### src/rtl/boot_loader_if.sv
// rtl/boot_loader_if.sv - byte stream in, ROM write port and status out for the boot loader
interface boot_loader_if #(
    parameter int ADDR_W = 10
);
    logic [7:0]        in_data_i;
    logic              in_valid_i;
    logic              in_ready_o;
    logic              reload_i;
    logic              rom_we_o;
    logic [ADDR_W-1:0] rom_addr_o;
    logic [31:0]       rom_data_o;
    logic              cpu_hold_o;
    logic              done_o;
    logic              err_o;
    logic [15:0]       words_o;

    modport master (
        output in_data_i, in_valid_i, reload_i,
        input  in_ready_o, rom_we_o, rom_addr_o, rom_data_o,
        input  cpu_hold_o, done_o, err_o, words_o
    );

    modport slave (
        input  in_data_i, in_valid_i, reload_i,
        output in_ready_o, rom_we_o, rom_addr_o, rom_data_o,
        output cpu_hold_o, done_o, err_o, words_o
    );
endinterface

### src/rtl/boot_loader.sv
// rtl/boot_loader.sv - streams a length-prefixed, checksummed image into instruction ROM
module boot_loader #(
    parameter int ADDR_W    = 10,
    parameter int BASE_ADDR = 0
) (
    input  logic           clk_i,
    input  logic           rst_i,
    boot_loader_if.slave   bus
);
    typedef enum logic [2:0] {
        S_LEN0, S_LEN1, S_DATA, S_CSUM, S_DONE, S_ERR
    } state_t;

    localparam logic [ADDR_W-1:0] BASE = ADDR_W'(BASE_ADDR);
    localparam logic [16:0]       MAX_WORDS = 17'd1 << ADDR_W;

    state_t            state, state_nx;
    logic [7:0]        len_lo;
    logic [15:0]       len;
    logic [15:0]       words;
    logic [1:0]        byte_cnt;
    logic [23:0]       word_sr;
    logic [7:0]        sum;
    logic              rom_we;
    logic [ADDR_W-1:0] rom_addr;
    logic [31:0]       rom_data;

    logic              in_ready;
    logic              accept;
    logic              last_word;
    logic [15:0]       len_full;

    assign in_ready  = (state != S_DONE) && (state != S_ERR);
    assign accept    = bus.in_valid_i && in_ready;
    assign len_full  = {bus.in_data_i, len_lo};
    assign last_word = ((words + 16'd1) == len);

    always_ff @(posedge clk_i or negedge rst_i) begin
        if (!rst_i) begin
            state <= S_LEN0;
        end else begin
            state <= state_nx;
        end
    end

    always_comb begin
        state_nx = state;
        if (bus.reload_i) begin
            state_nx = S_LEN0;
        end else if (accept) begin
            case (state)
                S_LEN0: state_nx = S_LEN1;
                S_LEN1: begin
                    if ({1'b0, len_full} > MAX_WORDS) begin
                        state_nx = S_ERR;
                    end else if (len_full == 16'd0) begin
                        state_nx = S_CSUM;
                    end else begin
                        state_nx = S_DATA;
                    end
                end
                S_DATA: begin
                    if (byte_cnt == 2'd3 && last_word) begin
                        state_nx = S_CSUM;
                    end
                end
                S_CSUM: state_nx = (bus.in_data_i == sum) ? S_DONE : S_ERR;
                default: state_nx = state;
            endcase
        end
    end

    // Reload outranks a byte accepted in the same cycle, so it is tested first.
    always_ff @(posedge clk_i or negedge rst_i) begin
        if (!rst_i) begin
            len_lo   <= '0;
            len      <= '0;
            words    <= '0;
            byte_cnt <= '0;
            word_sr  <= '0;
            sum      <= '0;
            rom_we   <= 1'b0;
            rom_addr <= '0;
            rom_data <= '0;
        end else begin
            rom_we <= 1'b0;
            if (bus.reload_i) begin
                len_lo   <= '0;
                len      <= '0;
                words    <= '0;
                byte_cnt <= '0;
                sum      <= '0;
            end else if (accept) begin
                case (state)
                    S_LEN0: len_lo <= bus.in_data_i;
                    S_LEN1: len    <= len_full;
                    S_DATA: begin
                        sum      <= sum + bus.in_data_i;
                        byte_cnt <= byte_cnt + 2'd1;
                        word_sr  <= {bus.in_data_i, word_sr[23:8]};
                        if (byte_cnt == 2'd3) begin
                            rom_we   <= 1'b1;
                            rom_addr <= BASE + ADDR_W'(words);
                            rom_data <= {bus.in_data_i, word_sr};
                            words    <= words + 16'd1;
                        end
                    end
                    default: ;
                endcase
            end
        end
    end

    assign bus.in_ready_o = in_ready;
    assign bus.rom_we_o   = rom_we;
    assign bus.rom_addr_o = rom_addr;
    assign bus.rom_data_o = rom_data;
    assign bus.cpu_hold_o = (state != S_DONE);
    assign bus.done_o     = (state == S_DONE);
    assign bus.err_o      = (state == S_ERR);
    assign bus.words_o    = words;
endmodule

### src/flat_wrapper.sv
// flat-port wrapper written by rule: the top's interface ports become plain ports
module boot_loader_flat 
#(
    parameter int ADDR_W    = 10,
    parameter int BASE_ADDR = 0
)
  (clk_i, rst_i, bus_in_data_i, bus_in_valid_i, bus_reload_i, bus_in_ready_o, bus_rom_we_o, bus_rom_addr_o, bus_rom_data_o, bus_cpu_hold_o, bus_done_o, bus_err_o, bus_words_o);
  boot_loader_if #(.ADDR_W(ADDR_W)) bus_i ();
  input  logic clk_i;
  input  logic rst_i;
  input wire logic [$bits(bus_i.in_data_i)-1:0] bus_in_data_i;
  input wire logic [$bits(bus_i.in_valid_i)-1:0] bus_in_valid_i;
  input wire logic [$bits(bus_i.reload_i)-1:0] bus_reload_i;
  output wire logic [$bits(bus_i.in_ready_o)-1:0] bus_in_ready_o;
  output wire logic [$bits(bus_i.rom_we_o)-1:0] bus_rom_we_o;
  output wire logic [$bits(bus_i.rom_addr_o)-1:0] bus_rom_addr_o;
  output wire logic [$bits(bus_i.rom_data_o)-1:0] bus_rom_data_o;
  output wire logic [$bits(bus_i.cpu_hold_o)-1:0] bus_cpu_hold_o;
  output wire logic [$bits(bus_i.done_o)-1:0] bus_done_o;
  output wire logic [$bits(bus_i.err_o)-1:0] bus_err_o;
  output wire logic [$bits(bus_i.words_o)-1:0] bus_words_o;
  assign bus_i.in_data_i = bus_in_data_i;
  assign bus_i.in_valid_i = bus_in_valid_i;
  assign bus_i.reload_i = bus_reload_i;
  assign bus_in_ready_o = bus_i.in_ready_o;
  assign bus_rom_we_o = bus_i.rom_we_o;
  assign bus_rom_addr_o = bus_i.rom_addr_o;
  assign bus_rom_data_o = bus_i.rom_data_o;
  assign bus_cpu_hold_o = bus_i.cpu_hold_o;
  assign bus_done_o = bus_i.done_o;
  assign bus_err_o = bus_i.err_o;
  assign bus_words_o = bus_i.words_o;
  boot_loader #(.ADDR_W(ADDR_W), .BASE_ADDR(BASE_ADDR)) u_core (.clk_i(clk_i), .rst_i(rst_i), .bus(bus_i));
endmodule
### config.mk
export PLATFORM = sky130hd
export DESIGN_NAME = boot_loader_flat
export DESIGN_NICKNAME = d
export VERILOG_FILES = /design/src/rtl/boot_loader_if.sv /design/src/rtl/boot_loader.sv /design/src/flat_wrapper.sv
export SDC_FILE = /design/constraint.sdc
export NUM_CORES = 1
export LEC_CHECK = 0
export BUFFER_PORTS_ARGS = -buffer_cell sky130_fd_sc_hd__buf_2
export CAP_MARGIN = 20
export CORE_UTILIZATION = 50
export DETAILED_ROUTE_END_ITERATION = 10
export GPL_TIMING_DRIVEN = 0
export PLACE_DENSITY = 0.79
export SKIP_LAST_GASP = 1
export SLEW_MARGIN = 40
export SYNTH_ARGS = -nofsm -noshare
export SYNTH_HDL_FRONTEND = slang
export SYNTH_SLANG_ARGS = --single-unit
### constraint.sdc
create_clock -name clk_i -period 3.9 [get_ports clk_i]
set_input_delay 0.195 -clock clk_i [delete_from_list [all_inputs] [get_ports clk_i]]
set_output_delay 0.195 -clock clk_i [all_outputs]
set_load 0.005 [all_outputs]
After elaboration in Yosys (flattened, before gate mapping):

Index checks and enable logic that the tools add are counted.

* reduce and logical (&&, ||, !) cells: 18
* add/subtract/negate cells: 3
* bitwise logic cells: 1
* mux-type cells: 27
* equal/unequal tests: 11
* magnitude comparators: 1

Operators by type and width (count)
* $mux W16: 7
* $mux W8: 6
* $add A16 B1 Y16 const B: 1
* $eq A16 B16 Y1: 1
* $gt A16 B11 Y1 const B: 1
* $logic_not A16 Y1: 1
* $mux W3: 4
* $pmux W3 S4: 1
* $reduce_bool A2 Y1: 5
* $reduce_and A3 Y1: 3
* $add A8 B8 Y8: 1
* $eq A8 B8 Y1: 1
* $eq A3 B2 Y1 const B: 2
* $eq A3 B3 Y1 const B: 2
* $mux W1: 6
* $mux W2: 3
* $ne A3 B3 Y1 const B: 2
* $reduce_and A2 Y1: 3
* $reduce_bool A5 Y1: 1
* $reduce_and A4 Y1: 1
* $eq A3 B1 Y1 const B: 1
* $logic_and A1 B1 Y1: 3
* $logic_not A3 Y1: 1
* $ne A3 B2 Y1 const B: 1
* 3 further kinds: 3

* word-level logic and storage cells: 71
* input bits: 12
* output and inout port bits: 63
* register bits after elaboration: 120

Logic depth before layout (Yosys ltp):

Gate-level depths: netlist of the first run.

* word-level depth: 7
* mapped depth: 9
* gate-level depth less buffers: 9

Worst setup path before layout of the first run:

No wires, ideal clock.

* path kind: reg2reg
* start point: reg u_core.sum[1]
* end point: reg u_core.sum[7]
* buffers on the path: 0
* slack: 1556 ps
* required time: 3775 ps
* arrival: 2220 ps
* cell stages (with the launch flop): 9
* clock period less this slack: 2344 ps
* setup time: 125 ps
* cells stage by stage: dfrtp_1 > ha_1 > a21o_1 > a21oi_1 > o21bai_1 > a2111oi_0 > o311ai_0 > o41ai_1 > mux2_2

* longest elaborated chain between the ends: 4

RTL lines
* start, declared: line boot_loader.sv:23 `logic [7:0] sum;`
* start signal, assigned: line boot_loader.sv:98 `sum <= sum + bus.in_data_i;`
* $add A8 B8 Y8: line boot_loader.sv:98
* $mux W8: line boot_loader.sv:94 `case (state)`
* $mux W8: line boot_loader.sv:93 `end else if (accept) begin`
* $mux W8: line boot_loader.sv:87 `if (bus.reload_i) begin`

Every way passes these cells. The select of a mux whose other input is x is not followed.
A chain may end at the register's enable or synchronous reset.

Final worst setup path of the first run:

* start point: reg u_core.state[2]
* end point: reg u_core.words[13], in the netlist u_core.bus.words_o[13]

* longest elaborated chain between the ends: 5
* elaborated cells on any way between the ends: 8
* those cells by class: 3 x eq/ne; 5 x reduce/logical

RTL lines
* start, declared: line boot_loader.sv:17 `state_t state, state_nx;`
* start signal, assigned: line boot_loader.sv:42 `state <= state_nx;`
* $ne A3 B3 Y1: line boot_loader.sv:33 `assign in_ready = (state != S_DONE) && (state != S_ERR);`
* $logic_and A1 B1 Y1: line boot_loader.sv:33
* $logic_and A1 B1 Y1: line boot_loader.sv:34 `assign accept = bus.in_valid_i && in_ready;`
* $reduce_bool A2 Y1 (no source line)
* $reduce_and A3 Y1 (no source line) (*)
* end signal, assigned: line boot_loader.sv:105 `words <= words + 16'd1;`
* end, declared: line boot_loader.sv:20 `logic [15:0] words;`

Every way passes the cells marked *; elsewhere a longest branch is shown, timed or not.

==> reports/results.ini, run 1 <==
[status]
status = finished, final reports clean

[power]
power.leakage_nw = 3.56
pwr-share-comb_pct = 5.0
p_switching_w = 0.000658
power.density_mw_per_mm2 = 457
internal-power_w = 0.00251
switching_share_pct = 20.8
seqPwrFrac_pct = 41.1
ir_worst_vdd_uv = 372
clkPwrFrac_pct = 53.8

[cells_and_area]
layout_commonest_cell = nand2_1
area.growth.synth_to_final_pct = 21.7
layout_common_cells = nand2_1 (195), dfrtp_1 (120), buf_2 (75)
diodes = 0
drive_gt1_share_pct = 19.4
layout.nets = 730
final_cell_count_no_fill = 860

[place]
place.gp.congestion = 0.858
place_hpwl_mm = 9.70
place_inst = 828
numPortBuffers = 74

[synth]
ys_ff_latch = 120
synth_mux_area_share_pct = 5.20
synthArstFlopShare_pct = 100
synth-compound-area-share_pct = 10.6
synth_top_family_by_area = simple AND/OR/NAND/NOR gates
syn_nets = 635
ys_types = 50
synth_simple_gate_area_share_pct = 21.8
synth.cell_area_mm2 = 0.00570
synth.yosys.seq_area_share_pct = 52.7
syn_area_per_cell_um2 = 9.30
synth-adder-area-share_pct = 2.33
syn_inst = 613
synth_ff_type = dfrtp_1
ys_warn_count = 0
synth_edf_count = 0
synth_xor_area_share_pct = 4.46

[clock_tree]
clkTransAtPathRegs_ns = 0.05
cts_buffers = 17
cts_resized = 0
clock_sinks = 120
clk_latency_ns = 0.41
cts_tree = built
htreeDepth = 4
cts_setup_buffers = 0
clockBufferDepth = 2
root_buffer = clkbuf_16
postCtsHoldBufs = 1

[drt]
dr.pass1.iters = 5
antenna_left = 0
drt-total-wl_mm = 13.6
vias = 4732
drt_drc_violations_left = 0
drtIter0Drc = 258
routed_via_density = 5.50
routedWlPerCell_um = 15.9

[sta]
rsz0062_at_grt = false
finalMaxSlewViolations = 0
relSlewSlack_pct = 46.5
fin_crit_ns = 3.08
fin_worst_skew_ns = 0.00641
setup_viol = 0
period_share_pct = 79.0
finalSetupTns_ns = 0
tightest_slew_ns = 0.800
max_freq_mhz = 325
hold_violations = 0

[floorplan]
start_util_pct = 51.9
die_h_um = 109
die_w_um = 109
ios = 75
core_area_mm2 = 0.0110
rows = 38
dieArea_mm2 = 0.0118

[global_route]
grt_max_degree = 75
grt-ovfl-total = 0
grt_pass1_vias = 4671
antenna_found_initial = 0
grtUsageTotal_pct = 25.1
grt_pass1_wl_mm = 22.5

[job]
drv_cap = 0

[hold_path]
hp-class = input pin to register

[critical_path]
path_class = register to register
critPathLaunchType = register
critPathMaxFanout = 10
crit_arrival_ns = 3.41
crit_required_ns = 4.23
end_kind = register

## Yosys cell counts, drive strengths merged (2+ instances only)
master,number,area [µm²]
ha,9,113
nand3,11,60.1
o211ai,2,15.0
inv,8,30.0
or3,3,18.8
o31ai,7,52.6
nor2b,3,18.8
o41ai,3,26.3
xor2,10,87.6
nor2,22,82.6
buf,2,10.0
a31oi,5,31.3
a211oi,4,30.0
nor3,3,15.0
or2,3,18.8
mux2,26,297
nand2b,10,62.6
nand3b,2,15.0
nand2,195,732
o31a,2,17.5
or4,4,30.0
clkbuf,33,125
a21o,3,22.5
and3,5,31.3
xnor2,19,166
o21bai,2,15.0
o21ai,30,150
dfrtp,120,3000
a21oi,37,185
nand4,8,56.3
nor4,6,43.8
and2,2,12.5
and4,2,17.5
## metal layers
layer	global-route usage (%)	part of all wire (%)
met5	0	0
met4	8.88	1.5
met3	6.04	4.0
met2	41.1	50
met1	32.6	45
## metrics by stage
step | cell area, µm² | utilization, % | worst slack (ns) | total power [W] | hold slack, ns
after floorplan | 5700 | - | 1.56 | 0.00141 | -0.101
after global placement | 6240 | 56.9 | 0.927 | 0.00147 | 0.455
after detailed placement | 6280 | 57.2 | 0.899 | 0.00148 | 0.113
after CTS | 6940 | 63.2 | 0.873 | 0.00319 | 0.0759
after global routing | 6940 | 63.2 | 0.599 | 0.00328 | 0.0924
final | 6940 | 63.2 | 0.819 | 0.00317 | 0.0832
## state kept, by name, summed over array words and instances, names as in the netlist
signal,count
u_core.bus.rom_data_o,32
u_core.state,3
u_core.bus.words_o,16
u_core.bus.rom_we_o,1
u_core.sum,8
u_core.word_sr,24
u_core.byte_cnt,2
u_core.bus.rom_addr_o,10
u_core.len_lo,8
u_core.len,16
## worst max-delay path: stages (launching register included)
cell and delay [ns]:
dfrtp_1 0.43, nor2b_1 0.40, nand3_1 0.16, nor2_1 0.63, nand2_1 0.41, clkinv_1 0.26, clkbuf_1 0.41, a21oi_1 0.13
a21oi_1 0.16
## worst paths after layout
kind / startpoint / end / slack (ns) / cells after the start
worst min-delay path: bus_in_data_i[6] / u_core.bus.rom_data_o[30]$_DFFE_PN0P_ / 0.08 / 3
worst max register to register: u_core.state[2]$_DFFE_PN0P_ / u_core.bus.words_o[13]$_DFFE_PN0P_ / 0.82 / 8
worst max-delay path: u_core.state[2]$_DFFE_PN0P_ / u_core.bus.words_o[13]$_DFFE_PN0P_ / 0.82 / 8
max in group asynchronous: rst_i / u_core.bus.rom_data_o[20]$_DFFE_PN0P_ / 2.95 / 3
worst min register to register: u_core.word_sr[1]$_DFFE_PN0P_ / u_core.bus.rom_data_o[1]$_DFFE_PN0P_ / 0.46 / 2
min in group asynchronous: rst_i / u_core.bus.words_o[13]$_DFFE_PN0P_ / 0.27 / 2
## cell families (layout without fill, tap and decap cells)
family	after synthesis	after routing
xor+xnor	29	29
mux	26	26
simple gates	282	282
flops	120	120
compound gates	102	102
fa+ha+maj	10	10
buf+inv	44	151
## power by group through the flow
stage               Clock, W  Combinational (W)  Sequential [W]
finish               0.00171           0.000159         0.00131
global route         0.00179           0.000181         0.00131
CTS                  0.00173           0.000161         0.00130
detailed placement         0           0.000159         0.00132
global placement           0           0.000148         0.00132
floorplan                  0          0.0000902         0.00132
## cell type report
class	count	area, µm²
fill	885	4050
sequential	120	3000
multi-input combinational	449	2530
clock buffer	23	478
timing repair buffer	76	418
tap	140	175
clock inverter	8	168
buffer	35	135
inverter	9	33.8
No activity file was read; power rests on OpenSTA's default activity.
==> inputs of run 2 (changes only) <==
- ABC_AREA: unset -> 1
- PLACE_DENSITY: 0.79 -> 0.81
- clock period: 3.9 -> 2.55 ns (I/O delays scaled with it)
==> run 2 against run 1 <==
Synthesized area shrank 0.77%; via count up 6.2%; clock-buffer cell count down 6; global-route usage is 1.3 points higher; sequential cell count did not move; die area shrank 0.76%; critical endpoint is now u_core.state[1]$_DFFE_PN0P_; fmax up 44%; sequential share of layout area rose by 0.45 points; largest power group unchanged; critical path depth rose by 6; register-to-register slack got worse by 0.41 ns; worst setup slack got worse by 0.41 ns.
==> reports/results.ini, run 2 <==
[status]
status = finished, final reports clean

[synth]
synthArstFlopShare_pct = 100  ; unchanged
synthTopCellsByArea = dfrtp_1 (53%), nand2_1 (12%), o21ai_0 (5.9%)
synth.yosys.seq_area_share_pct = 53.1  ; +0.41 points
synth_top_area_share_pct = 53.1  ; +0.41 points
syn_area_per_cell_um2 = 8.42  ; -9.5%
ys_warn_count = 0  ; unchanged
syn_nets = 694  ; +9.3%
synth_common_cells = nand2_1 (184), dfrtp_1 (120), inv_1 (89)
ys_ff_latch = 120  ; unchanged
synth_edf_count = 0  ; unchanged
syn_inst = 672  ; +9.6%
synth.cell_area_mm2 = 0.00566  ; -0.77%
yosys.area.top_type = dfrtp_1
synth_ff_type = dfrtp_1
yosysMostFrequentCell = nand2_1
ys_types = 35  ; -30%

[cells_and_area]
fin_util_pct = 62.8  ; -0.38 points
final_cell_area_mm2 = 0.00687  ; -1.0%
drive_gt1_share_pct = 17.2  ; -2.3 points
layout_commonest_cell = nand2_1
largest_register_ffs = 32  ; unchanged
diodes = 0  ; unchanged
layout.nets = 789  ; +8.1%
layout_common_cells = nand2_1 (184), dfrtp_1 (120), inv_1 (89)
area.growth.synth_to_final_pct = 21.4
final_cell_count_no_fill = 920  ; +7.0%

[place]
numPortBuffers = 74  ; unchanged
place.gp.congestion = 0.854  ; -0.38%
place_area_mm2 = 0.00624  ; -0.70%
place_inst = 887  ; +7.1%
place_hpwl_mm = 10.3  ; +6.0%

[critical_path]
critPathBufInv = 0  ; -2
end_kind = register
cpLargestDelayFamily = simple AND/OR/NAND/NOR gates
critPathMaxStageDelay_ns = 0.47  ; -0.16 ns
reg2reg_to = u_core.state[1]$_DFFE_PN0P_
r2r_start = u_core.bus.words_o[0]$_DFFE_PN0P_
r2r_setup_slack_ns = 0.41  ; -0.41 ns
cp.depth = 14  ; +6
critPathMaxFanout = 6  ; -4
path_common_cell = nand2_1
crit_required_ns = 2.85  ; -1.38 ns
worstPathCellList = ha_1 > nand3_1 > nor2_2 > nand2_1 > nand2_1 > nor2_1 > nor2_1 > nand2_1 > nor2_1 > nand3_1 > nand2_2 > nand2_2 > nand2_1 > nand2_1
crit_arrival_ns = 2.44  ; -0.97 ns
cp_slowest_cell = dfrtp_1
path_class = register to register
ff2ff_path_depth = 14  ; +6
critPathLaunchType = register

[sta]
max_freq_mhz = 467  ; +44%
fin_worst_skew_ns = 0.00863  ; +0.00222 ns
relSlewSlack_pct = 58.2  ; +12 points
setup_viol = 0  ; unchanged
tightest_slew_ns = 0.627  ; -0.172 ns
finalMaxSlewViolations = 0  ; unchanged
period_share_pct = 84.0  ; +5.0 points
fin_crit_ns = 2.14  ; -0.940 ns
hold_violations = 0  ; unchanged
rsz0062_at_grt = false

[floorplan]
die_h_um = 108  ; -0.38%
die_w_um = 108  ; -0.38%
core_area_mm2 = 0.0109  ; -0.43%
dieArea_mm2 = 0.0117  ; -0.76%
rows = 38  ; unchanged
ios = 75  ; unchanged
start_util_pct = 51.7  ; -0.17 points

[power]
internal-power_w = 0.00364  ; +45%
power.density_mw_per_mm2 = 701  ; +53%
seqPwrFrac_pct = 42.1  ; +1.0 points
switching_share_pct = 24.5  ; +3.8 points
ir_worst_vdd_uv = 344  ; -7.5%
power_w = 0.00482  ; +52%
power.leakage_nw = 3.53  ; -0.63%
clkPwrFrac_pct = 51.5  ; -2.3 points
p_switching_w = 0.00118  ; +79%
pwr-share-comb_pct = 6.5  ; +1.5 points

[drt]
antenna_left = 0  ; unchanged
routedWlPerCell_um = 15.7  ; -0.77%
wl_met3_um = 692  ; +26%
vias = 5027  ; +6.2%
drt-met1-wl_mm = 6.20  ; +1.8%
met2_length_mm = 7.22  ; +6.3%
drtIter0Drc = 352  ; +36%
drt-total-wl_mm = 14.5  ; +6.2%
drt_drc_violations_left = 0  ; unchanged
dr.max_layer_used = met4
routed_via_density = 5.46  ; -0.69%
dr.pass1.iters = 6  ; +1

[clock_tree]
cts_setup_buffers = 0  ; unchanged
htreeDepth = 4  ; unchanged
root_buffer = clkbuf_16
clock_sinks = 120  ; unchanged
postCtsHoldBufs = 1  ; unchanged
cts_tree = built
clockBufferDepth = 2  ; unchanged
clk_latency_ns = 0.42  ; about the same
cts_resized = 0  ; unchanged
clkTransAtPathRegs_ns = 0.06  ; about the same
cts_buffers = 17  ; unchanged

[global_route]
grt_pass1_vias = 4800  ; +2.8%
grtUsageTotal_pct = 26.4  ; +1.3 points
grt_max_degree = 77  ; +2.7%
antenna_found_initial = 0  ; unchanged
grt_pass1_wl_mm = 23.4  ; +4.0%
grt-ovfl-total = 0  ; unchanged

[job]
drv_cap = 0  ; unchanged

[hold_path]
hp-class = input pin to register
hold_depth = 3  ; unchanged
worst_hold_path.endpoint = u_core.bus.rom_data_o[24]$_DFFE_PN0P_
min_from = bus_in_data_i[0]

[run 2: cell types whose count changed after synthesis, moves of 24 or more]
cell and change:
o22ai_1 +24, o21ai_0 +37, nand3_1 +32, mux2_2 -25, inv_1 +81, a21oi_1 -27
[run 2: logic make-up after synthesis]
family	Yosys count	synth area share, %
adder cells (fa/ha/maj)	10	2.35
flip-flops	120	53.1
XOR/XNOR	8	1.55
buffers and inverters	111	7.68
AND/OR/NAND/NOR	294	22.7
AO/OA/AOI/OAI	129	12.6
[run 2: worst max path at each step]
| stage | startpoint | end |
|---|---|---|
| floorplan | u_core.sum[0]$_DFFE_PN0P_ | u_core.sum[6]$_DFFE_PN0P_ |
| global placement | rst_i | u_core.bus.rom_data_o[28]$_DFFE_PN0P_ |
| detailed placement | u_core.bus.words_o[0]$_DFFE_PN0P_ | u_core.state[1]$_DFFE_PN0P_ |
| CTS | u_core.bus.words_o[0]$_DFFE_PN0P_ | u_core.state[0]$_DFFE_PN0P_ |
| global route | u_core.bus.words_o[0]$_DFFE_PN0P_ | u_core.state[1]$_DFFE_PN0P_ |
| finish | u_core.bus.words_o[0]$_DFFE_PN0P_ | u_core.state[1]$_DFFE_PN0P_ |
[run 2: cell type report]
type,instances,area [µm²]
repair buffers,76,418
flip-flops and latches,120,3000
well taps,140,175
inverters,91,342
multi-input cells,441,2220
clock inverters,15,193
plain buffers,20,92.6
fillers,934,4070
clock buffers,17,425
[run 2: power by group through the flow]
stage / combinational, W / clock [W] / sequential [W]
after floorplan: 0.000184 / 0 / 0.00204
after detailed placement: 0.000306 / 0 / 0.00206
final: 0.000312 / 0.00248 / 0.00203
after global placement: 0.000290 / 0 / 0.00205
after global routing: 0.000355 / 0.00260 / 0.00203
after CTS: 0.000313 / 0.00250 / 0.00202
[run 2: routing by layer]
layer	global-route usage [%]	vias up
li1	-	2398
met1	33.8	2421
met2	43.6	177
met3	4.64	31
met4	12.5	0
met5	0	-
[run 2: metrics by stage]
stage                     hold WS [ns]  worst slack [ns]  TNS, ns
after floorplan                 -0.168             0.772        0
after global placement           0.454           -0.0446    -4.57
after detailed placement        0.0444             0.441        0
after CTS                       0.0551             0.415        0
after global routing            0.0886             0.227        0
final                           0.0674             0.409        0
[run 2: tightest hold or removal path, delay by kind of cell]
| kind | cells | cell delay (ns) |
|---|---|---|
| AOI/OAI and AO/OA | 1 | 0.14 |
| buffers and inverters | 2 | 0.17 |
==> inputs of run 3 (changes only) <==
- PLACE_DENSITY: 0.81 -> 0.79
- clock period: 2.55 -> 2.15 ns (I/O delays scaled with it)
==> run 3 against run 2 <==
Register-to-register slack worse by 0.28 ns; worst setup slack worse by 0.28 ns; non-clock buffer count is 3 higher; via count is 0.99% higher; first-iteration DRC count is 14% lower; die area stayed put; sequential cell count stayed put; global-route usage is 0.62 points higher; clock power is 13% higher.
==> reports/results.ini, run 3 (synthesis results as in run 2) <==
[status]
status = finished, final reports clean

[clock_tree]
cts_buffers = 17  ; unchanged
clk_latency_ns = 0.42  ; about the same
clockBufferDepth = 2  ; unchanged
clkTransAtPathRegs_ns = 0.06  ; about the same
root_buffer = clkbuf_16
htreeDepth = 4  ; unchanged
cts_tree = built
clock_sinks = 120  ; unchanged

[sta]
relSlewSlack_pct = 59.6  ; +1.5 points
fin_crit_ns = 2.02  ; -0.121 ns
period_share_pct = 94.0  ; +10 points
finalMaxSlewViolations = 0  ; unchanged
finalSetupTns_ns = 0  ; unchanged
fin_worst_skew_ns = 0.00737  ; -0.00126 ns
setup_viol = 0  ; unchanged
max_freq_mhz = 495  ; +6.0%
hold_violations = 0  ; unchanged
fin_ws_ns = 0.129  ; -0.279 ns
tightest_slew_ns = 0.603  ; -0.0243 ns

[cells_and_area]
final_cell_count_no_fill = 924  ; +0.43%
diodes = 0  ; unchanged
layout_commonest_cell = nand2_1
layout_common_cells = nand2_1 (183), dfrtp_1 (117), inv_1 (89)
area.growth.synth_to_final_pct = 21.9
fin_util_pct = 63.0  ; +0.24 points
drive_gt1_share_pct = 18.9  ; +1.7 points
largest_register_ffs = 32  ; unchanged
layout.nets = 793  ; +0.51%
final_cell_area_mm2 = 0.00689  ; +0.38%

[critical_path]
path_class = register to register
crit_arrival_ns = 2.31  ; -0.13 ns
end_kind = register
ff2ff_path_depth = 9  ; -5
critPathMaxFanout = 10  ; +4
critPathLaunchType = register
crit_required_ns = 2.44  ; -0.41 ns

[hold_path]
hold_depth = 3  ; unchanged
hp-class = input pin to register

[place]
place.gp.congestion = 0.877  ; +2.6%
place_inst = 887  ; unchanged
place_area_mm2 = 0.00624  ; unchanged
place_ws_ns = 0.0341  ; -0.407 ns
numPortBuffers = 74  ; unchanged
place_hpwl_mm = 10.3  ; +0.47%

[global_route]
grt_pass1_vias = 4974  ; +3.6%
grt-ovfl-total = 0  ; unchanged
antenna_found_initial = 0  ; unchanged
grtUsageTotal_pct = 27.0  ; +0.62 points
grt_max_degree = 71  ; -7.8%
grt_pass1_wl_mm = 24.0  ; +2.3%

[power]
seqPwrFrac_pct = 43.1  ; +1.0 points
pwr-share-comb_pct = 6.7  ; +0.2 points
power.leakage_nw = 3.53  ; -0.18%
power.density_mw_per_mm2 = 810  ; +15%
switching_share_pct = 24.6  ; +0.11 points
ir_worst_vdd_uv = 420  ; +22%
clkPwrFrac_pct = 50.2  ; -1.3 points
p_switching_w = 0.00137  ; +16%
internal-power_w = 0.00421  ; +16%

[drt]
dr.pass1.iters = 5  ; -1
routedWlPerCell_um = 15.9  ; +1.3%
vias = 5077  ; +0.99%
drt-total-wl_mm = 14.7  ; +1.7%
routed_via_density = 5.49  ; +0.56%
drt_drc_violations_left = 0  ; unchanged
drtIter0Drc = 303  ; -14%
antenna_left = 0  ; unchanged

[floorplan]
start_util_pct = 51.7  ; unchanged
rows = 38  ; unchanged
die_w_um = 108  ; unchanged
ios = 75  ; unchanged
core_area_mm2 = 0.0109  ; unchanged
dieArea_mm2 = 0.0117  ; unchanged
die_h_um = 108  ; unchanged

[job]
drv_cap = 0  ; unchanged

==> run 3: changes by cell type in the layout (fill, tap and decap cells not counted), moves of 2 or more <==
cell | before | now
dfrtp_2 | 0 | 3
clkinv_2 | 1 | 3
clkbuf_2 | 0 | 2
buf_4 | 0 | 3
clkbuf_1 | 12 | 10
dfrtp_1 | 120 | 117
clkinvlp_4 | 1 | 4
clkinv_4 | 6 | 2
==> run 3: worst paths after layout <==
kind | from | endpoint | slack [ns]
max | u_core.state[2]$_DFFE_PN0P_ | u_core.bus.rom_data_o[10]$_DFFE_PN0P_ | 0.13
min | bus_in_data_i[4] | u_core.bus.rom_data_o[28]$_DFFE_PN0P_ | 0.05
max reg2reg | u_core.state[2]$_DFFE_PN0P_ | u_core.bus.rom_data_o[10]$_DFFE_PN0P_ | 0.13
min reg2reg | u_core.bus.rom_data_o[4]$_DFFE_PN0P_ | u_core.bus.rom_data_o[4]$_DFFE_PN0P_ | 0.47
max in group asynchronous | rst_i | u_core.len_lo[5]$_DFFE_PN0P_ | 1.27
min in group asynchronous | rst_i | u_core.bus.words_o[4]$_DFFE_PN0P_ | 0.25
==> run 3: power groups by stage <==
stage	Sequential, W	Clock, W	Combinational, W
6_report	0.00240	0.00280	0.000373
3_3_place_gp	0.00244	0	0.000345
2_1_floorplan	0.00242	0	0.000218
5_1_grt	0.00241	0.00293	0.000422
3_5_place_dp	0.00244	0	0.000365
4_1_cts	0.00240	0.00282	0.000373
==> run 3: layout make-up <==
type / instances / area, µm²
Tap cell: 140 / 175
Sequential cell: 120 / 3010
Clock buffer: 18 / 439
Fill cell: 906 / 4040
Buffer: 20 / 95.1
Timing Repair Buffer: 79 / 440
Multi-Input combinational cell: 442 / 2250
Clock inverter: 14 / 149
Inverter: 91 / 342
==> run 3: critical path, cell delays in order, from the launching register on <==
cell and delay, ns:
dfrtp_1 0.45, nor3_2 0.20, inv_1 0.11, nor2_4 0.21
nand2_2 0.14, nor2_8 0.20, inv_2 0.13, clkbuf_1 0.25
nand2_1 0.12, o21ai_0 0.08
==> run 3: metal layers <==
layer	global-route usage [%]	vias to the layer above	wire length, µm
met2	46.2	178	7490
met4	12.0	0	392
li1	-	2400	-
met1	33.0	2465	6180
met3	5.55	34	668
met5	0	-	0
==> run 3: timing repair <==
item	4_1_cts	5_1_grt
hold buffers	1	0
endpoints found under the hold margin	69	0
buffers inserted	0	3
gates resized for setup	0	14
endpoints found under the setup margin	0	12
==> run 3: stage by stage <==
stage	hold WS (ns)	total power, W
final	0.0495	0.00558
after CTS	0.0401	0.00560
after floorplan	-0.188	0.00264
after global routing	0.0522	0.00576
after detailed placement	0.108	0.00280
after global placement	0.446	0.00278
